==> src/rtl/lane_scroll_scheduler.sv <==
// Falling note-block scheduler for the piano/drum LCD: allocates sprite slots on request
// and advances every active block once per frame, retiring blocks at the bottom of the screen.
module lane_scroll_scheduler #(
    parameter int NUM_LANES  = 8,
    parameter int LANE_PITCH = 60,
    parameter int SLOTS      = 4,
    parameter int SCREEN_H   = 272,
    parameter int BLOCK_H    = 34,
    parameter int SPEED      = 4
) (
    input  logic                  clk_lcd,
    input  logic                  rst,
    input  logic                  frame_start,
    input  logic                  note_valid,
    input  logic [2:0]            note_lane,
    output logic                  note_ready,
    output logic [SLOTS-1:0]      slot_active,
    output logic [SLOTS*10-1:0]   slot_offset,
    output logic [SLOTS*9-1:0]    slot_vpos,
    output logic                  hit_valid,
    output logic [2:0]            hit_lane,
    output logic                  bad_lane,
    output logic                  frame_overrun
);

    localparam int IDX_W = (SLOTS > 1) ? $clog2(SLOTS) : 1;

    typedef enum logic {IDLE, UPDATE} state_t;

    state_t           state_q, state_d;
    logic [IDX_W-1:0] idx_q, idx_d;
    logic [SLOTS-1:0] active_q, active_d;
    logic [9:0]       offset_q [SLOTS];
    logic [9:0]       offset_d [SLOTS];
    logic [8:0]       vpos_q   [SLOTS];
    logic [8:0]       vpos_d   [SLOTS];
    logic [2:0]       lane_q   [SLOTS];
    logic [2:0]       lane_d   [SLOTS];
    logic             hit_valid_q, hit_valid_d;
    logic [2:0]       hit_lane_q, hit_lane_d;
    logic             bad_lane_q, bad_lane_d;
    logic             overrun_q, overrun_d;

    logic             free_found;
    logic [IDX_W-1:0] free_idx;
    logic             accept;
    logic [9:0]       nv;

    // Gated by rst so the handshake stays closed while the block is held in reset.
    assign note_ready = !rst && (state_q == IDLE) && !(&active_q);
    assign accept     = note_valid && note_ready;

    // Descending scan so the lowest free index wins.
    always_comb begin
        free_found = 1'b0;
        free_idx   = '0;
        for (int i = SLOTS - 1; i >= 0; i--) begin
            if (!active_q[i]) begin
                free_found = 1'b1;
                free_idx   = IDX_W'(i);
            end
        end
    end

    always_comb begin
        state_d     = state_q;
        idx_d       = idx_q;
        active_d    = active_q;
        offset_d    = offset_q;
        vpos_d      = vpos_q;
        lane_d      = lane_q;
        hit_valid_d = 1'b0;
        hit_lane_d  = hit_lane_q;
        bad_lane_d  = 1'b0;
        overrun_d   = overrun_q;
        nv          = '0;
        case (state_q)
            IDLE: begin
                if (accept) begin
                    if (int'(note_lane) >= NUM_LANES) begin
                        bad_lane_d = 1'b1;
                    end else if (free_found) begin
                        active_d[free_idx] = 1'b1;
                        offset_d[free_idx] = 10'(int'(note_lane) * LANE_PITCH);
                        vpos_d[free_idx]   = '0;
                        lane_d[free_idx]   = note_lane;
                    end
                end
                if (frame_start) begin
                    state_d = UPDATE;
                    idx_d   = '0;
                end
            end
            UPDATE: begin
                if (frame_start) begin
                    overrun_d = 1'b1;
                end
                if (active_q[idx_q]) begin
                    nv = 10'(vpos_q[idx_q]) + 10'(SPEED);
                    if (nv >= 10'(SCREEN_H - BLOCK_H)) begin
                        active_d[idx_q] = 1'b0;
                        vpos_d[idx_q]   = '0;
                        hit_valid_d     = 1'b1;
                        hit_lane_d      = lane_q[idx_q];
                    end else begin
                        vpos_d[idx_q] = nv[8:0];
                    end
                end
                if (idx_q == IDX_W'(SLOTS - 1)) begin
                    state_d = IDLE;
                end
                idx_d = idx_q + IDX_W'(1);
            end
            default: state_d = IDLE;
        endcase
    end

    always_ff @(posedge clk_lcd or posedge rst) begin
        if (rst) begin
            state_q     <= IDLE;
            idx_q       <= '0;
            active_q    <= '0;
            hit_valid_q <= 1'b0;
            hit_lane_q  <= '0;
            bad_lane_q  <= 1'b0;
            overrun_q   <= 1'b0;
            for (int i = 0; i < SLOTS; i++) begin
                offset_q[i] <= '0;
                vpos_q[i]   <= '0;
                lane_q[i]   <= '0;
            end
        end else begin
            state_q     <= state_d;
            idx_q       <= idx_d;
            active_q    <= active_d;
            hit_valid_q <= hit_valid_d;
            hit_lane_q  <= hit_lane_d;
            bad_lane_q  <= bad_lane_d;
            overrun_q   <= overrun_d;
            offset_q    <= offset_d;
            vpos_q      <= vpos_d;
            lane_q      <= lane_d;
        end
    end

    for (genvar g = 0; g < SLOTS; g++) begin : g_pack
        assign slot_offset[10*g +: 10] = offset_q[g];
        assign slot_vpos[9*g +: 9]     = vpos_q[g];
    end

    assign slot_active   = active_q;
    assign hit_valid     = hit_valid_q;
    assign hit_lane      = hit_lane_q;
    assign bad_lane      = bad_lane_q;
    assign frame_overrun = overrun_q;

endmodule
==> config.mk <==
export PLATFORM = sky130hd
export DESIGN_NAME = lane_scroll_scheduler
export DESIGN_NICKNAME = d
export VERILOG_FILES = /design/src/rtl/lane_scroll_scheduler.sv
export SDC_FILE = /design/constraint.sdc
export NUM_CORES = 1
export LEC_CHECK = 0
export BUFFER_PORTS_ARGS = -buffer_cell sky130_fd_sc_hd__buf_2
export CAP_MARGIN = 10
export CORE_ASPECT_RATIO = 1.1
export CORE_MARGIN = 4
export CORE_UTILIZATION = 49
export CTS_CLUSTER_SIZE = 14
export DETAILED_ROUTE_END_ITERATION = 10
export HOLD_SLACK_MARGIN = 0.06
export PLACE_DENSITY_LB_ADDON = 0.12
export SYNTH_ARGS = -nofsm -noshare
export SYNTH_HDL_FRONTEND = slang
export SYNTH_SLANG_ARGS = --single-unit
==> constraint.sdc <==
create_clock -name clk_lcd -period 2.4 [get_ports clk_lcd]
set_input_delay 0.36 -clock clk_lcd [delete_from_list [all_inputs] [get_ports clk_lcd]]
set_output_delay 0.36 -clock clk_lcd [all_outputs]
set_load 0.05 [all_outputs]
# Word level (Yosys, flattened, before mapping)
# Cells that the tools add are included.
dict set report word_totals {
  regBits 100
  out_inout_bits 87
}
dict set report classes {
  add_sub_neg 2
  n_mul 1
  order_cmp 9
  n_eq_ne 6
  mux 49
  n_bitwise 10
  reduce_logical 15
}
# op count
set op_table {}
lappend op_table {{36-bit 2-to-1 mux} 4}
lappend op_table {{36-bit bitwise AND} 2}
lappend op_table {{36-bit NOT} 2}
lappend op_table {{36-bit one-hot mux with 2 select lines} 1}
lappend op_table {{40-bit bitwise mux} 1}
lappend op_table {{36-bit bitwise mux} 1}
lappend op_table {{9-bit demux with 2-bit select} 2}
lappend op_table {{9-bit 2-to-1 mux} 4}
lappend op_table {{10-bit demux with 2-bit select} 1}
lappend op_table {{9-bit binary-select mux with 2-bit select} 1}
lappend op_table {{4-bit 2-to-1 mux} 4}
lappend op_table {{12-bit bitwise mux} 1}
lappend op_table {{1-bit 2-to-1 mux} 12}
lappend op_table {{9-bit by 3-bit adder with 10-bit output, second input constant} 1}
lappend op_table {{10-bit by 8-bit greater-or-equal comparator with 1-bit output, second input constant} 1}
lappend op_table {{10-bit 2-to-1 mux} 1}
lappend op_table {{2-bit 2-to-1 mux} 5}
lappend op_table {{3-bit 2-to-1 mux} 3}
lappend op_table {{3-bit AND reduction} 3}
lappend op_table {{4-bit one-hot mux with 2 select lines} 1}
lappend op_table {{4-bit AND reduction} 2}
lappend op_table {{1-bit logical AND} 7}
lappend op_table {{3-bit by 4-bit multiplier with 7-bit output, second input constant} 1}
lappend op_table {{3-bit binary-select mux with 2-bit select} 1}
lappend op_table {{20 further kinds} 30}

# Depth between registers and ports, before layout
# Gate-level depths: netlist of run 1.
dict set report depth {
  ltp_word 14
  ltp_mapped 11
  mapped_depth_nobuf 8
}

# Least setup slack after synthesis of run 1
# Ideal clock, no wire load.
dict set report synth_timing {
  path_kind {flip-flop to flip-flop}
  startpoint {register vpos_q, in the netlist slot_vpos[29]}
  endpoint {register vpos_q, in the netlist slot_vpos[19]}
  setup_ps 122
  arrival_ps 2588
  required_ps 2278
  slack_ps -309
  stages_incl_launch_ff 11
  synth_period_minus_slack_ps 2709
  cell_sequence {dfrtp_1 -> mux4_2 -> inv_1 -> ha_1 -> nand3b_1 -> a41oi_1 -> a31oi_1 -> or2_1 -> buf_6 -> buf_8 -> a32o_1}
}
dict set report synth_between {
  elab_chain_len 8
}
# item line
set synth_rtl {}
lappend synth_rtl {{from (decl)} 35} ;# logic [8:0] vpos_q [SLOTS];
lappend synth_rtl {{from (signal assigned)} 141} ;# vpos_q <= vpos_d;
lappend synth_rtl {{9-bit binary-select mux with 2-bit select} 99} ;# nv = 10'(vpos_q[idx_q]) + 10'(SPEED);
lappend synth_rtl {{9-bit 2-to-1 mux (implied by the code) (2 in series)} 99}
lappend synth_rtl {{9-bit by 3-bit adder with 10-bit output} 99}
lappend synth_rtl {{10-bit by 8-bit greater-or-equal comparator with 1-bit output} 100} ;# if (nv >= 10'(SCREEN_H - BLOCK_H)) begin
lappend synth_rtl {{36-bit 2-to-1 mux} 100}
lappend synth_rtl {{36-bit 2-to-1 mux} 98} ;# if (active_q[idx_q]) begin
lappend synth_rtl {{36-bit one-hot mux with 2 select lines} 77} ;# case (state_q)
# Every way passes these cells. The select of a mux whose other input is x is not followed.
# A chain may end at the register's enable or synchronous reset.

# Worst setup path in the final report of run 1
dict set report layout_timing {
  startpoint {register idx_q[0]}
  endpoint {register hit_lane_q[1], in the netlist hit_lane[1]}
}
dict set report layout_between {
  elab_chain_len 7
  word_cells_on_any_way 12
}
# item line
set layout_rtl {}
lappend layout_rtl {{from (decl)} 31} ;# logic [IDX_W-1:0] idx_q, idx_d;
lappend layout_rtl {{from (signal assigned)} 134} ;# idx_q <= idx_d;
lappend layout_rtl {{2-bit NOT with 3-bit output (implied by the code)} {99, 104}}
lappend layout_rtl {{9-bit binary-select mux with 2-bit select} 99}
lappend layout_rtl {{9-bit 2-to-1 mux (implied by the code) (2 in series)} 99}
lappend layout_rtl {{9-bit by 3-bit adder with 10-bit output} 99}
lappend layout_rtl {{10-bit by 8-bit greater-or-equal comparator with 1-bit output} 100}
lappend layout_rtl {{3-bit AND reduction (no line)} -}
lappend layout_rtl {{to (signal assigned)} 137} ;# hit_lane_q <= hit_lane_d;
lappend layout_rtl {{to (decl)} 40} ;# logic [2:0] hit_lane_q, hit_lane_d;
# Parallel ways exist; a longest one is shown, timed or not. The select of a mux whose other input is x is not followed.

==> metrics.md, run 1 <==
| Metric | Value |
|---|---|
| Crit path cell chain | `mux4_2 > ha_2 > buf_4 > nor2_1 > mux2i_1 > o21ai_1 > nor3b_2 > buf_4 > mux2_1` |
| Post-synth top area cell | `dfrtp_1` |
| Initial antenna violation count | `0` |
| Seq pwr share | `around 30%` |
| Sw Share | `~49%` |
| Max-cap violations | `0` |
| Setup crit start kind | `flip-flop` |
| RD Place Congestion | `0.865` |
| Final wirelength | `~11 mm` |
| Syn Inst Count | `353` |
| Avg Inst Size Synth | `11.6 µm²` |
| Post-synth cell types | `44` |
| DRT Pass-1 Iters | `4` |
| Worst-Skew Late Latency | `around 350 ps` |
| DRT iter0 DRCs | `130` |
| Total global routing overflow | `0` |
| Failing checks | `negative setup slack` |
| Bufs on Longest Clock Path | `2` |
| Drt drc | `0` |
| Worst Setup End Kind | `flip-flop` |
| Vias per inst | `~5.5` |
| CTS tree | `done` |
| Measured slew at the worst slew-check pin | `around 800 ps` |
| HPWL after detailed placement | `around 7.6 mm` |
| Outcome | `complete, but fails checks` |
| Synthesized area | `4090 µm²` |
| All-layer global routing usage | `between 20% and 30%` |
| Routed Antenna Nets | `0` |
| Comb power frac | `between 50 and 60%` |
| Nets | `between 400 and 500` |
| Share of the synthesized area in the top cell type | `between 50% and 60%` |
| Cts-stage hold buffer count | `0` |
| # fillers | `between 600 and 700` |
| Fin crit period | `~2500 ps` |
| Number of synthesized register bits | `84` |
| Clock share of power | `between 10 and 15%` |
| Yosys warnings | `0` |
| Die area | `between 9000 and 10,000 µm²` |
| Worst-path fanout max | `4` |
| EDFF count, synth | `0` |
| TritonCTS Buffers | `9` |
| Sink Count | `84` |
| Max-slew violations | `0` |
| Clock-pin slew on the worst setup and hold paths | `approximately 80 ps` |
| Worst setup margin | `-129 ps` |
| Post-synth ARST share | `100%` |
| Top FF cell, synth | `dfrtp_1` |
| Die H | `between 100 and 150 µm` |
| Tcrit/Tclk final | `105%` |
| Number of cells after detailed placement | `~560` |
| Chip width | `95.2 µm` |
| Final cell count without fillers | `580` |
| Switch Pwr | `roughly 3.7 mW` |
| Register area share after synthesis | `51.3%` |
| Cell Rows | `34` |
| Highest clock rate | `about 400 MHz` |
| Area growth from synthesis to layout | `25.1%` |
| CP peak stage delay | `580 ps` |
| Via count | `roughly 3,200` |
| Clk_skew | `about 11 ps` |
| Slowest stage cell, crit path | `mux4_2` |
| Static Leak | `around 2.6 nW` |
| Peak supply drop | `roughly 0.8 mV` |
| Crit Path Category | `reg -> reg` |
| Final Hold Violating Endpoints | `0` |
| H-Tree Depth | `3` |
| Starting Density | `~51%` |
| HP Class | `in -> async` |
| Layout cell share with drive strength beyond 1 | `roughly 38%` |
| Global-route wire length before repair | `between 15 and 20 mm` |
| Number of port buffers | `80` |
| Int Power | `approximately 4 mW` |
| Total core area | `a little over 8000 µm²` |
| Worst Path Required | `2630 ps` |
| Max-Slew Margin vs Limit | `approximately 47%` |
| Top area cells in the synthesized netlist | `dfrtp_1 51%, a32o_1 6.8%, mux4_2 5.5%, nand2_1 5.4%, ha_1 3.7%` |
| PwrDens | `around 1500 nW/µm²` |
| Design Power | `7.60 mW` |
| Cell chosen for the clock root | `clkbuf_8` |
| WP data arrival | `around 2800 ps` |
| Top cell by count, worst path | `buf_4` |
| Largest net degree at the start of global routing | `56` |
| Diode count | `0` |
| RSZ-0062 raised after global routing | `true` |
| Setup violators final | `32` |
| Avg WL per Cell | `about 18 µm` |
| # IOs | `94` |
| Total negative setup slack | `-2340 ps` |
| Vias in the first global route | `around 3,300` |
## through the flow
stage          util, %  hold slack [ps]  cell area, µm²  setup WS, ps
5_1_grt           63.7              139            5120          -199
3_3_place_gp      59.9              438            4810          -160
6_report          63.7              111            5120          -129
3_5_place_dp      59.9              439            4810          -223
4_1_cts           63.6              116            5110         -86.0
2_1_floorplan        -              438            4180          -122
## cells in the final DEF, fill, tap and decap left out, drive strengths merged, types with 3 or more instances in the layout
cell type,netlist,layout
a21oi,6,6
mux2,9,9
a21o,3,3
dfrtp,84,84
inv,15,15
a32o,28,28
o2bb2ai,4,4
a41oi,3,3
buf,25,126
nand4,4,4
ha,12,12
and2,6,6
nand3,5,5
xnor2,4,4
conb,1,13
clkbuf,10,12
nor2,12,12
fa,3,3
and3,6,6
mux4,13,13
o21ai,22,22
nand2,59,59
## metal layers
layer	global-route usage [%]	share of wire [%]	up-vias
met5	0	0	-
met4	8.45	2.3	0
met3	3.98	4.5	19
met2	39.2	53	99
met1	27.4	40	1611
li1	-	-	1473
## registers in the layout (all words and copies together), names as in the netlist
signal         cells
state_q            1
hit_lane           3
frame_overrun      1
slot_offset       28
idx_q              2
slot_vpos         36
hit_valid          1
lane_q             8
slot_active        4
## layout make-up
| type | instances | area [µm²] | area share [%] |
|---|---|---|---|
| Multi-Input combinational cell | 231 | 1790 | 34.9 |
| Clock buffer | 12 | 155 | 3.03 |
| Tap cell | 108 | 135 | 2.64 |
| Timing Repair Buffer | 126 | 815 | 15.9 |
| Clock inverter | 4 | 56.3 | 1.10 |
| Inverter | 15 | 60.1 | 1.17 |
| Sequential cell | 84 | 2110 | 41.3 |
## critical path: cells and delay by family, from the launching register on
kind	cells	cell delay, ps
flip-flops	1	420
adder cells (fa/ha/maj)	1	250
AND/OR/NAND/NOR	2	180
buffers and inverters	2	320
multiplexers	3	970
AO/OA/AOI/OAI	1	290
## Yosys cell counts (2+ instances only)
cell type / number
buf_6: 3
mux2i_1: 2
buf_4: 19
a31oi_1: 2
xnor2_1: 4
o21ai_1: 4
clkbuf_1: 10
a21o_1: 3
fa_1: 3
a41oi_1: 3
o21ai_0: 18
mux2_2: 6
xor2_1: 2
mux4_2: 10
nand2_1: 59
o2bb2ai_1: 4
and2_1: 6
nand4_1: 4
dfrtp_1: 84
and3_1: 6
ha_1: 12
nor2_1: 12
inv_1: 15
nand3_1: 5
a32o_1: 28
mux4_1: 3
buf_1: 2
mux2_1: 3
a21oi_1: 6
## power groups by stage
stage	Sequential [mW]	Clock, mW	Combinational (mW)
2_1_floorplan	3.47	0	1.72
3_3_place_gp	2.26	0	4.13
3_5_place_dp	2.27	0	4.19
4_1_cts	2.24	1.09	4.28
5_1_grt	2.30	1.15	4.56
6_report	2.24	1.06	4.30
## path summary, 6_finish.rpt
check	from	slack [ps]	cells after the start	to
min	rst	110	3	slot_active[0]
max in group asynchronous	rst	1930	3	slot_vpos[12]
max reg2reg	idx_q[0]	-130	9	hit_lane[1]
min in group clk_lcd	frame_start	250	2	idx_q[1]
max	idx_q[0]	-130	9	hit_lane[1]
min reg2reg	frame_overrun	460	1	frame_overrun
## kinds of logic after synthesis
logic type      share of synthesized area [%]
xor+xnor                                 1.28
flops                                    51.3
fa+ha+maj                                5.13
buf+inv                                  7.15
mux                                      10.4
other cells                            0.0916
simple gates                             11.0
compound gates                           13.6
## timing repair
action | CTS | global route
endpoints found under the setup margin | 39 | 41
gates cloned | 1 | 0
gates resized for setup | 8 | 3
pin swaps | 2 | 1
buffers inserted | 5 | 0
No activity file was read; power rests on OpenSTA's default activity.
==> run 2: changes to the inputs <==
--- a/config.mk
+++ b/config.mk
@@ -9,7 +9,7 @@
 export CAP_MARGIN = 10
 export CORE_ASPECT_RATIO = 1.1
 export CORE_MARGIN = 4
-export CORE_UTILIZATION = 49
+export CORE_UTILIZATION = 54
 export CTS_CLUSTER_SIZE = 14
 export DETAILED_ROUTE_END_ITERATION = 10
 export HOLD_SLACK_MARGIN = 0.06
==> constraint.sdc (replaced) <==
create_clock -name clk_lcd -period 2.72 [get_ports clk_lcd]
set_input_delay 0.408 -clock clk_lcd [delete_from_list [all_inputs] [get_ports clk_lcd]]
set_output_delay 0.408 -clock clk_lcd [all_outputs]
set_load 0.05 [all_outputs]
==> run 2 against run 1 <==
Against the previous run: the flow now finishes without violations; design area is 5.3% lower; sequential cell count stayed put; sequential power is 12% lower; final cell count is 7.8% lower; clock power is 17% lower; clock skew is 0.62 ps lower; core utilization is 1.6 points higher; routed wire length is 5.6% lower; via count is 3.6% lower; worst setup slack better by 210 ps; critical path type unchanged; critical endpoint is now hit_lane[2]; largest cell class unchanged.
==> metrics.md, run 2 (synthesis results as in run 1) <==
| Metric | Value |
|---|---|
| Tcrit/Tclk final | `96.9% (-8.5 points)` |
| DRT iter0 DRCs | `243 (+87%)` |
| Max-slew violations | `0 (unchanged)` |
| Setup violators final | `0 (-100%)` |
| Number of port buffers | `80 (unchanged)` |
| Commonest non-fill, non-tap cell in the layout | `dfrtp_1` |
| All-layer global routing usage | `23.3% (+0.73 points)` |
| Global-route wire length before repair | `16.4 mm (-5.0%)` |
| Diode count | `0 (unchanged)` |
| Static Leak | `2.48 nW (-4.8%)` |
| Clock-pin slew on the worst setup and hold paths | `90 ps (about the same)` |
| HP Class | `in -> async` |
| Total core area | `7430 µm² (-7.6%)` |
| Area growth from synthesis to layout | `18.5%` |
| Most frequent cells in the layout | `83 x dfrtp_1, 80 x buf_2, 59 x nand2_1` |
| Outcome | `finished clean` |
| Total global routing overflow | `0 (unchanged)` |
| Multi-input logic area | `1790 µm² (+0.35%)` |
| Worst-path fanout max | `4 (unchanged)` |
| Max-cap violations | `0 (unchanged)` |
| Largest register FFs | `36 (unchanged)` |
| Die H | `99.3 µm (-4.4%)` |
| Worst Path Required | `2960 ps (+330 ps)` |
| Highest clock rate | `379 MHz (-4.0%)` |
| Routed Antenna Nets | `0 (unchanged)` |
| Layout cell share with drive strength beyond 1 | `32.4% (-5.3 points)` |
| Clk_skew | `10.3 ps (-0.619 ps)` |
| Crit Path Category | `reg -> reg` |
| DRT Pass-1 Iters | `4 (unchanged)` |
| Design Power | `6.38 mW (-16%)` |
| Max-Slew Margin vs Limit | `49.7% (+3.1 points)` |
| Final wirelength | `9.94 mm (-5.6%)` |
| Sequential cell area | `2100 µm² (-0.47%)` |
| Clock share of power | `13.8% (about the same)` |
| Sink Count | `84 (unchanged)` |
| Vias in the first global route | `3,142 (-5.5%)` |
| CTS tree | `done` |
| Starting Density | `55.1% (+4.2 points)` |
| Cts-stage hold buffer count | `0 (unchanged)` |
| Final Hold Violating Endpoints | `0 (unchanged)` |
| Switch Pwr | `3.18 mW (-14%)` |
| Hold WS | `114 ps (+2.25 ps)` |
| HPWL after detailed placement | `7.10 mm (-6.8%)` |
| Comb power frac | `55.2% (-1.4 points)` |
| TritonCTS Buffers | `9 (unchanged)` |
| Setup crit start kind | `flip-flop` |
| Chip width | `91.0 µm (-4.3%)` |
| Seq pwr share | `31.0% (+1.5 points)` |
| Crit path cell chain | `mux4_2 > inv_2 > ha_4 > a41oi_1 > a41oi_2 > a31oi_2 > buf_4 > nor3b_4 > mux2_4` |
| Cell Rows | `33 (-2.9%)` |
| PwrDens | `1310 nW/µm² (-11%)` |
| # IOs | `94 (unchanged)` |
| RSZ-0062 raised after global routing | `false` |
| Largest net degree at the start of global routing | `36 (-36%)` |
| RD Place Congestion | `0.826 (-4.6%)` |
| Cell chosen for the clock root | `clkbuf_8` |
| Initial antenna violation count | `0 (unchanged)` |
| Slowest stage cell, crit path | `mux4_2` |
| Worst-Skew Late Latency | `350 ps (about the same)` |
| CP peak stage delay | `580 ps (about the same)` |
| Drt drc | `0 (unchanged)` |
| Sw Share | `49.9% (+1.4 points)` |
| Int Power | `3.20 mW (-18%)` |
| Peak supply drop | `0.675 mV (-14%)` |
| H-Tree Depth | `3 (unchanged)` |
| Bufs on Longest Clock Path | `2 (unchanged)` |
| Measured slew at the worst slew-check pin | `754 ps (-46.3 ps)` |
| Avg WL per Cell | `18.6 µm (+2.4%)` |
| Vias per inst | `5.77 (+4.6%)` |
| # fillers | `624 (-4.6%)` |
| Via count | `3,088 (-3.6%)` |
| Die area | `9040 µm² (-8.5%)` |
| Nets | `466 (-4.7%)` |
| Worst Setup End Kind | `flip-flop` |
| Fin crit period | `2640 ps (+107 ps)` |
| WP data arrival | `2880 ps (+120 ps)` |
-- run 2: timing repair --
action                                  in CTS  in global routing
resized for setup                            1                 11
hold endpoints to repair                     0                  0
endpoints found under the setup margin       3                 36
pin swaps                                    0                  3
setup buffers                                0                  2
-- run 2: critical path, delay by kind of cell, from the launching register on --
| kind | cells | cell delay (ps) |
|---|---|---|
| adders and majority gates | 1 | 130 |
| AOI/OAI and AO/OA | 3 | 420 |
| muxes | 2 | 920 |
| buffers and inverters | 2 | 270 |
| DFF | 1 | 420 |
| and+or+nand+nor | 1 | 350 |
-- run 2: worst paths after layout --
kind	start	end	slack (ps)	depth (start not counted)
max	idx_q[0]	hit_lane[2]	80	9
min	rst	slot_vpos[29]	110	2
max reg2reg	idx_q[0]	hit_lane[2]	80	9
min reg2reg	frame_overrun	frame_overrun	460	1
max in group asynchronous	rst	slot_vpos[16]	1930	3
min in group clk_lcd	frame_start	idx_q[1]	280	2
-- run 2: cell type report --
cell class,count,area share (%)
well taps,87,2.24
repair buffers,103,12.3
clock buffers,11,2.91
clock inverters,4,1.03
inverters,15,1.19
flip-flops and latches,84,43.3
multi-input cells,231,37.0
-- run 2: metal layers --
layer / vias to the layer above / part of all wire, % / track usage, %
li1: 1429 / - / -
met1: 1538 / 40 / 28.5
met2: 100 / 52 / 39.6
met3: 21 / 5.1 / 4.01
met4: 0 / 2.4 / 12.4
met5: - / 0 / 0
-- run 2: power groups by stage --
stage	combinational, mW	clock (mW)	sequential [mW]
finish	3.52	0.882	1.98
global route	3.74	0.961	2.04
CTS	3.46	0.901	1.97
detailed placement	3.44	0	1.99
global placement	3.39	0	1.98
floorplan	1.48	0	3.05
-- run 2: metrics by stage --
step	setup TNS (ps)	cell area, µm²	utilization [%]	std cells	setup WS (ps)
after CTS	0	4790	64.5	533	10.3
after global placement	0	4600	61.8	518	66.2
after detailed placement	-49.7	4600	61.8	518	-22.3
after global routing	0	4850	65.3	535	11.8
final	0	4850	65.3	535	84.0
after floorplan	0	4140	-	365	10.6
==> run 3: changes to the inputs <==
--- a/config.mk
+++ b/config.mk
@@ -9,7 +9,8 @@
 export CAP_MARGIN = 10
 export CORE_ASPECT_RATIO = 1.1
 export CORE_MARGIN = 4
-export CORE_UTILIZATION = 54
+export CORE_UTILIZATION = 56
+export CTS_BUF_LIST = sky130_fd_sc_hd__clkbuf_2 sky130_fd_sc_hd__clkbuf_4 sky130_fd_sc_hd__clkbuf_8
 export CTS_CLUSTER_SIZE = 14
 export DETAILED_ROUTE_END_ITERATION = 10
 export HOLD_SLACK_MARGIN = 0.06
==> run 3 against run 2 <==
Against the previous run: worst hold slack gained 13 ps; via count is 0.16% lower; clock skew decreased by 1.7 ps; sequential power hardly changed; critical path type unchanged; critical endpoint is now slot_vpos[5]; largest power group unchanged.
==> metrics.md, run 3 (synthesis results as in run 1) <==
| Metric | Value |
|---|---|
| Setup violators final | `0 (unchanged)` |
| Measured slew at the worst slew-check pin | `774 ps (+20.3 ps)` |
| Initial antenna violation count | `0 (unchanged)` |
| Max-slew violations | `0 (unchanged)` |
| Fin crit period | `2580 ps (-54.4 ps)` |
| Global-route wire length before repair | `15.8 mm (-3.2%)` |
| Clock-pin slew on the worst setup and hold paths | `80 ps (about the same)` |
| Routed wl met2 | `4.96 mm (-4.6%)` |
| Routed Antenna Nets | `0 (unchanged)` |
| Worst Path Required | `2950 ps (about the same)` |
| Most frequent cells in the layout | `84 x dfrtp_1, 80 x buf_2, 59 x nand2_1` |
| All-layer global routing usage | `23.2% (-0.085 points)` |
| # IOs | `94 (unchanged)` |
| Nets | `466 (unchanged)` |
| Max-cap violations | `0 (unchanged)` |
| Commonest non-fill, non-tap cell in the layout | `dfrtp_1` |
| Vias per inst | `5.78 (+0.21%)` |
| HPWL after detailed placement | `6.94 mm (-2.3%)` |
| Total global routing overflow | `0 (unchanged)` |
| Worst-path fanout max | `15 (+11)` |
| Largest net degree at the start of global routing | `85 (+140%)` |
| CTS tree | `done` |
| Number of cells after detailed placement | `512 (-1.2%)` |
| Die area | `8740 µm² (-3.3%)` |
| Area post-placement | `4550 µm² (-0.98%)` |
| DRT iter0 DRCs | `200 (-18%)` |
| DRT Pass-1 Iters | `4 (unchanged)` |
| Clk_skew | `8.63 ps (-1.68 ps)` |
| Design Power | `6.32 mW (-0.88%)` |
| Final cell count without fillers | `533 (-0.37%)` |
| Vias in the first global route | `3,179 (+1.2%)` |
| Total core area | `7050 µm² (-5.2%)` |
| Largest register FFs | `36 (unchanged)` |
| Starting Density | `58.1% (+3.0 points)` |
| Max-Slew Margin vs Limit | `48.4% (-1.4 points)` |
| Area growth from synthesis to layout | `17.8%` |
| Static Leak | `2.48 nW (about the same)` |
| Number of port buffers | `80 (unchanged)` |
| Diode count | `0 (unchanged)` |
| Tcrit/Tclk final | `94.9% (-2.0 points)` |
| Chip width | `89.5 µm (-1.6%)` |
| Sink Count | `84 (unchanged)` |
| Worst Setup End Kind | `flip-flop` |
| Highest clock rate | `387 MHz (+2.1%)` |
| RSZ-0062 raised after global routing | `false` |
| M1 wire length | `3.87 mm (-3.1%)` |
| H-Tree Depth | `3 (unchanged)` |
| Peak supply drop | `0.879 mV (+30%)` |
| Cts-stage hold buffer count | `0 (unchanged)` |
| Final wirelength | `9.57 mm (-3.7%)` |
| HP Class | `in -> async` |
| PwrDens | `1310 nW/µm² (-0.31%)` |
| Final Hold Violating Endpoints | `0 (unchanged)` |
| WP data arrival | `2820 ps (-60 ps)` |
| Worst setup margin | `138 ps (+54.4 ps)` |
| Cell chosen for the clock root | `clkbuf_8` |
| Top Metal Used | `met4` |
| Outcome | `finished clean` |
| Via count | `3,083 (-0.16%)` |
| Met3 Routed Length | `625 µm (+22%)` |
| Bufs on Longest Clock Path | `2 (unchanged)` |
| Drt drc | `0 (unchanged)` |
| Crit Path Category | `reg -> reg` |
| Worst-Skew Late Latency | `350 ps (about the same)` |
| TritonCTS Buffers | `9 (unchanged)` |
| Cell Rows | `32 (-3.0%)` |
| Setup crit start kind | `flip-flop` |
| Layout cell share with drive strength beyond 1 | `31.7% (-0.67 points)` |
| Avg WL per Cell | `18.0 µm (-3.4%)` |
| RD Place Congestion | `0.878 (+6.4%)` |
| Final instance area | `4820 µm² (-0.57%)` |
| Die H | `97.7 µm (-1.7%)` |
| Dpl ws | `-51.9 ps (-29.6 ps)` |
[run 3: repair_timing]
| item | 4_1_cts | 5_1_grt |
|---|---|---|
| pin swaps | 1 | 1 |
| cloned | 0 | 0 |
| buffers inserted | 2 | 4 |
| gates resized for setup | 0 | 6 |
| setup endpoints to repair | 11 | 31 |
[run 3: routing by layer]
layer | GRT usage (%) | up-vias
met5 | 0 | -
met4 | 6.76 | 0
met3 | 5.26 | 14
met2 | 39.5 | 112
met1 | 29.1 | 1534
li1 | - | 1423
[run 3: worst paths after layout]
| path | start | to | slack (ps) | cells past startpoint |
|---|---|---|---|---|
| worst max-delay path | idx_q[0] | slot_vpos[5] | 140 | 9 |
| max in group asynchronous | rst | lane_q[2] | 2220 | 3 |
| worst max register to register | idx_q[0] | slot_vpos[5] | 140 | 9 |
| worst min-delay path | rst | state_q | 130 | 3 |
| worst min register to register | slot_offset[24] | slot_offset[24] | 480 | 2 |
| min in group clk_lcd | frame_start | idx_q[1] | 290 | 2 |
[run 3: layout make-up]
| type | instances | area [µm²] |
|---|---|---|
| fillers | 570 | 2220 |
| flip-flops and latches | 84 | 2100 |
| multi-input cells | 231 | 1780 |
| repair buffers | 103 | 586 |
| clock buffers | 11 | 145 |
| well taps | 85 | 106 |
| inverters | 15 | 57.6 |
| clock inverters | 4 | 50.0 |
[run 3: worst max-delay path: stages, from the launching register on]
cell,delay [ps]
dfrtp_1,400
mux4_2,560
inv_1,100
ha_2,220
a41oi_2,120
a41oi_2,210
a31oi_2,140
or2_1,270
buf_4,190
a32o_1,270
[run 3: metrics by stage]
step           util [%]  hold WS (ps)  setup TNS, ps
2_1_floorplan         -           438              0
5_1_grt            68.5           186              0
3_3_place_gp       64.6           439              0
6_report           68.5           127              0
4_1_cts            67.6           170              0
3_5_place_dp       64.6           457           -133
[run 3: where the power goes]
group          internal, mW  switching (mW)  leakage (nW)
Combinational          1.07            2.40          1.29
Clock                 0.453           0.426        0.0948
Sequential             1.67           0.295          1.09
